<file path="config.mk">
export PLATFORM = sky130hd
export DESIGN_NAME = seq_scheduler
export DESIGN_NICKNAME = d
export VERILOG_FILES = /design/src/rtl/seq_scheduler.sv
export SDC_FILE = /design/constraint.sdc
export NUM_CORES = 1
export LEC_CHECK = 0
export CAP_MARGIN = 20
export CORE_MARGIN = 2
export CORE_UTILIZATION = 45
export CTS_CLUSTER_SIZE = 12
export DETAILED_ROUTE_END_ITERATION = 6
export GPL_TIMING_DRIVEN = 0
export PLACE_DENSITY = 0.83
export SYNTH_ARGS = -nofsm -noshare
export SYNTH_HDL_FRONTEND = slang
export SYNTH_SLANG_ARGS = --single-unit
</file>
<file path="constraint.sdc">
create_clock -name clk -period 4.35 [get_ports clk]
set_input_delay 0.87 -clock clk [delete_from_list [all_inputs] [get_ports clk]]
set_output_delay 0.87 -clock clk [all_outputs]
set_load 0.01 [all_outputs]
</file>
<file path="src/rtl/seq_scheduler.sv">
// Round-robin scheduler that shares one start/seq/running/done sequencer among NREQ requesters.
// Optional WAIT timeout with err response is enabled by defining SEQ_SCHED_TIMEOUT_EN.
module seq_scheduler #(
    parameter int NREQ    = 4,
    parameter int TIMEOUT = 255,
    parameter int TW      = 8
) (
    input  logic                     clk,
    input  logic                     reset,
    input  logic [NREQ-1:0]          req,
    input  logic [NREQ-1:0]          req_seq,
    output logic [NREQ-1:0]          ack,
    output logic [NREQ-1:0]          err,
    output logic                     busy,
    output logic [$clog2(NREQ)-1:0]  grant_idx,
    output logic                     seq_start,
    output logic                     seq_sel,
    input  logic                     seq_running,
    input  logic                     seq_done
);

    localparam int GW = $clog2(NREQ);

    typedef enum logic [1:0] {
        S_IDLE  = 2'd0,
        S_ISSUE = 2'd1,
        S_WAIT  = 2'd2,
        S_RESP  = 2'd3
    } state_t;

    state_t          state_q;
    logic [GW-1:0]   last_grant_q;
    logic [GW-1:0]   grant_q;
    logic            sel_q;
    logic            start_q;
    logic            busy_q;
    logic [NREQ-1:0] ack_q;
    logic [NREQ-1:0] err_q;
    logic [GW-1:0]   pick_d;
    logic            grant_ok_d;

    // The search starts just past the last winner, so the previous grantee gets lowest priority.
    function automatic logic [GW-1:0] rr_pick(input logic [NREQ-1:0] r,
                                              input logic [GW-1:0]   last);
        logic [GW-1:0] pick;
        logic [GW-1:0] idx;
        pick = last;
        for (int k = NREQ; k >= 1; k--) begin
            idx = GW'((int'(last) + k) % NREQ);
            if (r[idx]) begin
                pick = idx;
            end
        end
        return pick;
    endfunction

    // Winner selection and grant qualification for the IDLE state.
    always_comb begin
        pick_d     = rr_pick(req, last_grant_q);
        grant_ok_d = 1'b0;
        if ((req != {NREQ{1'b0}}) && !seq_running) begin
            grant_ok_d = 1'b1;
        end else begin
            grant_ok_d = 1'b0;
        end
    end

    // A TIMEOUT that does not fit in TW bits elaborates this marker block.
    if (TIMEOUT >= (1 << TW)) begin : g_timeout_cfg_illegal
    end

`ifdef SEQ_SCHED_TIMEOUT_EN
    logic [TW-1:0] cnt_q;
`endif

    // Scheduler FSM with all outputs registered alongside the state.
    always_ff @(posedge clk or posedge reset) begin
        if (reset) begin
            state_q      <= S_IDLE;
            last_grant_q <= GW'(NREQ - 1);
            grant_q      <= {GW{1'b0}};
            sel_q        <= 1'b0;
            start_q      <= 1'b0;
            busy_q       <= 1'b0;
            ack_q        <= {NREQ{1'b0}};
            err_q        <= {NREQ{1'b0}};
`ifdef SEQ_SCHED_TIMEOUT_EN
            cnt_q        <= {TW{1'b0}};
`endif
        end else begin
            start_q <= 1'b0;
            ack_q   <= {NREQ{1'b0}};
            err_q   <= {NREQ{1'b0}};
            case (state_q)
                S_IDLE: begin
                    if (grant_ok_d) begin
                        grant_q <= pick_d;
                        sel_q   <= req_seq[pick_d];
                        start_q <= 1'b1;
                        busy_q  <= 1'b1;
                        state_q <= S_ISSUE;
                    end else begin
                        busy_q  <= 1'b0;
                        state_q <= S_IDLE;
                    end
                end
                S_ISSUE: begin
`ifdef SEQ_SCHED_TIMEOUT_EN
                    cnt_q   <= {TW{1'b0}};
`endif
                    state_q <= S_WAIT;
                end
                S_WAIT: begin
                    if (seq_done) begin
                        ack_q[grant_q] <= 1'b1;
                        state_q        <= S_RESP;
`ifdef SEQ_SCHED_TIMEOUT_EN
                    end else if (cnt_q == TW'(TIMEOUT - 1)) begin
                        err_q[grant_q] <= 1'b1;
                        state_q        <= S_RESP;
                    end else begin
                        cnt_q   <= cnt_q + {{(TW-1){1'b0}}, 1'b1};
                        state_q <= S_WAIT;
                    end
`else
                    end else begin
                        state_q <= S_WAIT;
                    end
`endif
                end
                S_RESP: begin
                    last_grant_q <= grant_q;
                    busy_q       <= 1'b0;
                    state_q      <= S_IDLE;
                end
                default: begin
                    busy_q  <= 1'b0;
                    state_q <= S_IDLE;
                end
            endcase
        end
    end

    assign ack       = ack_q;
    assign err       = err_q;
    assign busy      = busy_q;
    assign grant_idx = grant_q;
    assign seq_start = start_q;
    assign seq_sel   = sel_q;

endmodule

</file>
# Yosys cells after proc, flatten, opt, wreduce, memory -nomap -nowiden
# Index checks and enable logic that the tools add are counted.
[word_totals] register_bits=13 input_bits=12 output_inout_bits=13
[classes] add_sub_neg=4 n_lt_le_gt_ge=7 n_eq_ne=3 muxes=25 reduce_logical=7
[ops] cell="2-bit by 3-bit < comparator with 1-bit output (second input constant)" count=6
[ops] cell="1-bit 2-to-1 mux" count=11
[ops] cell="1-bit binary-select mux with 2-bit select" count=5
[ops] cell="2-bit 2-to-1 mux" count=4
[ops] cell="4-bit 2-to-1 mux" count=2
[ops] cell="2-bit case mux with 4 select lines" count=1
[ops] cell="2-bit by 1-bit adder with 2-bit output (second input constant)" count=2
[ops] cell="2-bit adder (second input constant)" count=2
[ops] cell="2-bit equality test (second input constant)" count=2
[ops] cell="4-bit nonzero test" count=1
[ops] cell="1-bit demux with 2-bit select" count=1
[ops] cell="2-bit by 1-bit equality test with 1-bit output (second input constant)" count=1
[ops] cell="2-bit by 1-bit greater-or-equal comparator with 1-bit output (second input constant)" count=1
[ops] cell="1-bit logical AND" count=2
[ops] cell="2-bit logical NOT" count=1
[ops] cell="1-bit case mux with 2 select lines" count=1
[ops] cell="2-bit AND reduction" count=1
[ops] cell="2-bit nonzero test" count=1
[ops] cell="1-bit logical NOT" count=1

# Logic depth before layout (Yosys ltp)
[depth] ltp_word=9 depth_mapped=6 depth_no_buf=6

# Worst setup path before layout
# OpenSTA, ideal clock, no wires.
[synth_path] kind="input-to-reg" startpoint="input port req[0]" endpoint="register sel_q, in the netlist seq_sel" setup_ns=0.120 t_arrival_ns=1.874 setup_slack_ns=2.356 cell_stages=4 path_buffers=0 cell_sequence="or3b_1 nand3_1 mux2_1 o211a_1"
[synth_between] elab_chain_len=8
[synth_rtl] item="start, declared" line_no="10" source="input logic [NREQ-1:0] req,"
[synth_rtl] item="1-bit binary-select mux with 2-bit select" line_no="50" source="if (r[idx]) begin"
[synth_rtl] item="1-bit 2-to-1 mux (not written as such)" line_no="50"
[synth_rtl] item="2-bit 2-to-1 mux (4 in a row)" line_no="50"
[synth_rtl] item="1-bit binary-select mux with 2-bit select" line_no="98" source="sel_q <= req_seq[pick_d];"
[synth_rtl] item="1-bit 2-to-1 mux (not written as such)" line_no="98"
[synth_rtl] item="end signal, assigned" line_no="98"
[synth_rtl] item="end, declared" line_no="34" source="logic sel_q;"
# Parallel ways exist; a longest one is shown, timed or not. The select of a mux whose other input is x is not followed.
# A chain may end at the register's enable or synchronous reset.

# Final worst setup path
# Ends and elaborated chain as after synthesis.

==> metrics.yaml <==
clocking:
  cts_tree: "built"
  cts_sinks: 13
  root_buffer: "clkbuf_4"
  cts_max_path_buffers: 2
  clk_pin_slew_ps: 70
  post_cts_buffers: 0
  clk_latency_ps: 270
  numCtsBuffers: 3
  holdBufCountCts: 0
  cts_resized: 0
  cts-htree-levels: 1
finish:
  drive_above_1_share_pct: 14.3
  areaGrowthSynthToFinish_pct: 39.0
  antenna_cells: 0
  nets: 108
  fin_util_pct: 68.5
  fin_area_um2: 913
  final_cells: 106
worst_setup_path:
  path_buf_inv: 1
  crit_chain: "clkdlybuf4s50_1 -> or3b_1 -> nand3_1 -> mux2_1 -> o211a_1"
  cp_slowest_cell: "clkdlybuf4s50_1"
  crit_required_ps: 4510
  ff2ff_path_depth: 4
  ff2ff_setup_slack_ps: 2620
  crit_path_max_incr_delay_ps: 460
  worstPathMaxFanout: 4
  arrival_ps: 2440
  path_depth: 5
  critPathTopFamily: "simple AND/OR/NAND/NOR gates"
  path_class: "input port to register"
  cp-end-kind: "register"
  cp-start-kind: "input port"
pwr:
  switching_share_pct: 34.1
  p_leak_nw: 0.428
  ir_drop_v: 0.000401
  switchingPower_w: 0.000171
  p_int_w: 0.000329
  seqPwrFrac_pct: 41.7
  power_density_mw_per_mm2: 547
  power.share.combinational_pct: 44.1
  pwr-share-clk_pct: 14.2
status:
  status: "completed"
place:
  hpwl_um: 955
  io_buffers: 20
  gp_congestion: 0.787
  dp.cells: 102
  place_area_um2: 887
global_routing:
  antenna_found_initial: 0
  grt_use_total_pct: 14.7
  gr-total-overflow: 0
  grt_start_max_net_pins: 14
  grt_pass1_vias: 448
  grt_first_pass_wirelength_um: 1950
drt:
  first_pass_iters: 1
  num_vias: 501
  drc: 0
  wl_per_cell_um: 10.6
  antenna_left: 0
  vias_per_cell: 4.73
  wirelength_um: 1130
  first_iter_violations: 0
floorplan:
  die_h_um: 42.2
  start_util_pct: 49.2
  placementRows: 13
  die_w_um: 42.2
  core_area_mm2: 0.00133
  die-area_mm2: 0.00178
  io_pins: 25
synth:
  yosys.area.top_type_share_pct: 41.9
  avgSynthCellArea_um2: 10.3
  synth_top_area_cell: "dfrtp_1"
  netlist_instances: 64
  ys_seq_area_share_pct: 49.9
  synth_seq_cells: 13
  synth.distinct_cells: 24
  synth_area_leaders: "dfrtp_1 (42%), dfstp_2 (8.0%), ha_1 (7.6%)"
  yosysWarnings: 0
  syn_area_um2: 657
sta:
  timing.final.setup_violations: 0
  fin_crit_sh_pct: 52.6
  fin_skew_ps: 4.94
  fmax_mhz: 437
  slew_viol_final: 0
  setup_tns_ps: 0
  layout_min_cycle_time_ps: 2290
  finalHoldViolations: 0
  rsz0062_at_grt: "false"
run:
  max_cap_violations: 0
worst_hold_path:
  hold_depth: 2
  min_path_type: "register to register"
flip-flops by register name, indices dropped and copies added (netlist names):
name          cells
busy              1
seq_sel           1
state_q           2
grant_idx         2
ack               4
seq_start         1
last_grant_q      2
layout make-up:
type | instances | area, µm²
clock buffer | 4 | 26.3
timing repair buffer | 20 | 200
buffer | 4 | 30.0
fill | 100 | 420
tap | 15 | 18.8
sequential | 13 | 328
inverter | 5 | 18.8
multi-input combinational | 45 | 292
cell usage in the layout, fill, tap and decap left out, drive strengths merged:
| master | count |
|---|---|
| clkdlybuf4s50 | 20 |
| dfrtp | 11 |
| nand2 | 8 |
| o21ai | 6 |
| inv | 5 |
| nor2 | 4 |
| ha | 4 |
| buf | 4 |
| conb | 4 |
| clkbuf | 4 |
| nand2b | 3 |
| mux2 | 3 |
| nor2b | 2 |
| nand3 | 2 |
| nor3 | 2 |
| dfstp | 2 |
| nor4 | 1 |
| or3b | 1 |
| a21o | 1 |
| and4 | 1 |
| a2111o | 1 |
| o211a | 1 |
| o41ai | 1 |
synthesized netlist by cell type (all sizes together):
| library cell | instances |
|---|---|
| nor3 | 2 |
| nor2b | 2 |
| buf | 4 |
| o41ai | 1 |
| inv | 5 |
| o211a | 1 |
| a2111o | 1 |
| mux2 | 3 |
| nor2 | 4 |
| nand2b | 3 |
| ha | 4 |
| nor4 | 1 |
| o21ai | 6 |
| nand2 | 8 |
| dfrtp | 11 |
| or3b | 1 |
| dfstp | 2 |
| conb | 1 |
| nand3 | 2 |
| and4 | 1 |
| a21o | 1 |
worst reg2reg max path, delay by kind of cell (launching register included):
family,cells,cell delay (ps)
flip-flops,1,550
AND/OR/NAND/NOR,2,520
multiplexers,1,340
AO/OA/AOI/OAI,1,210
stage by stage:
stage | total power, W | setup WS, ps | hold slack, ps
finish | 0.000500 | 2060 | 499
floorplan | 0.000338 | 2360 | 506
detailed placement | 0.000434 | 1770 | 488
global route | 0.000546 | 2010 | 549
global placement | 0.000424 | 1790 | 459
CTS | 0.000508 | 2060 | 513
final timing paths:
| kind | from | to |
|---|---|---|
| min reg2reg | busy | busy |
| max reg2reg | last_grant_q[0] | seq_sel |
| min | busy | busy |
| min in group asynchronous | reset | seq_start |
| max in group asynchronous | reset | last_grant_q[0] |
| max | req[0] | seq_sel |
power by group through the flow:
stage | clock network, W | logic, W | registers (W)
6_report | 0.0000708 | 0.000220 | 0.000209
5_1_grt | 0.0000827 | 0.000248 | 0.000216
4_1_cts | 0.0000738 | 0.000225 | 0.000209
3_5_place_dp | 0 | 0.000223 | 0.000212
3_3_place_gp | 0 | 0.000216 | 0.000208
2_1_floorplan | 0 | 0.000123 | 0.000216
routing by layer:
layer / vias to the layer above / global-route usage, % / part of all wire (%)
li1: 264 / - / -
met1: 219 / 17.5 / 44
met2: 18 / 24.0 / 48
met3: 0 / 8.19 / 8.4
met4: 0 / 1.88 / 0
met5: - / 0 / 0
kinds of logic after synthesis:
kind of cell             synth area share (%)
flip-flops                               49.9
adder cells (fa/ha/maj)                  7.62
other                                   0.571
buffers and inverters                    7.43
AND/OR/NAND/NOR                          19.0
multiplexers                             5.14
AO/OA/AOI/OAI                            10.3
(Power assumes the default switching activity.)
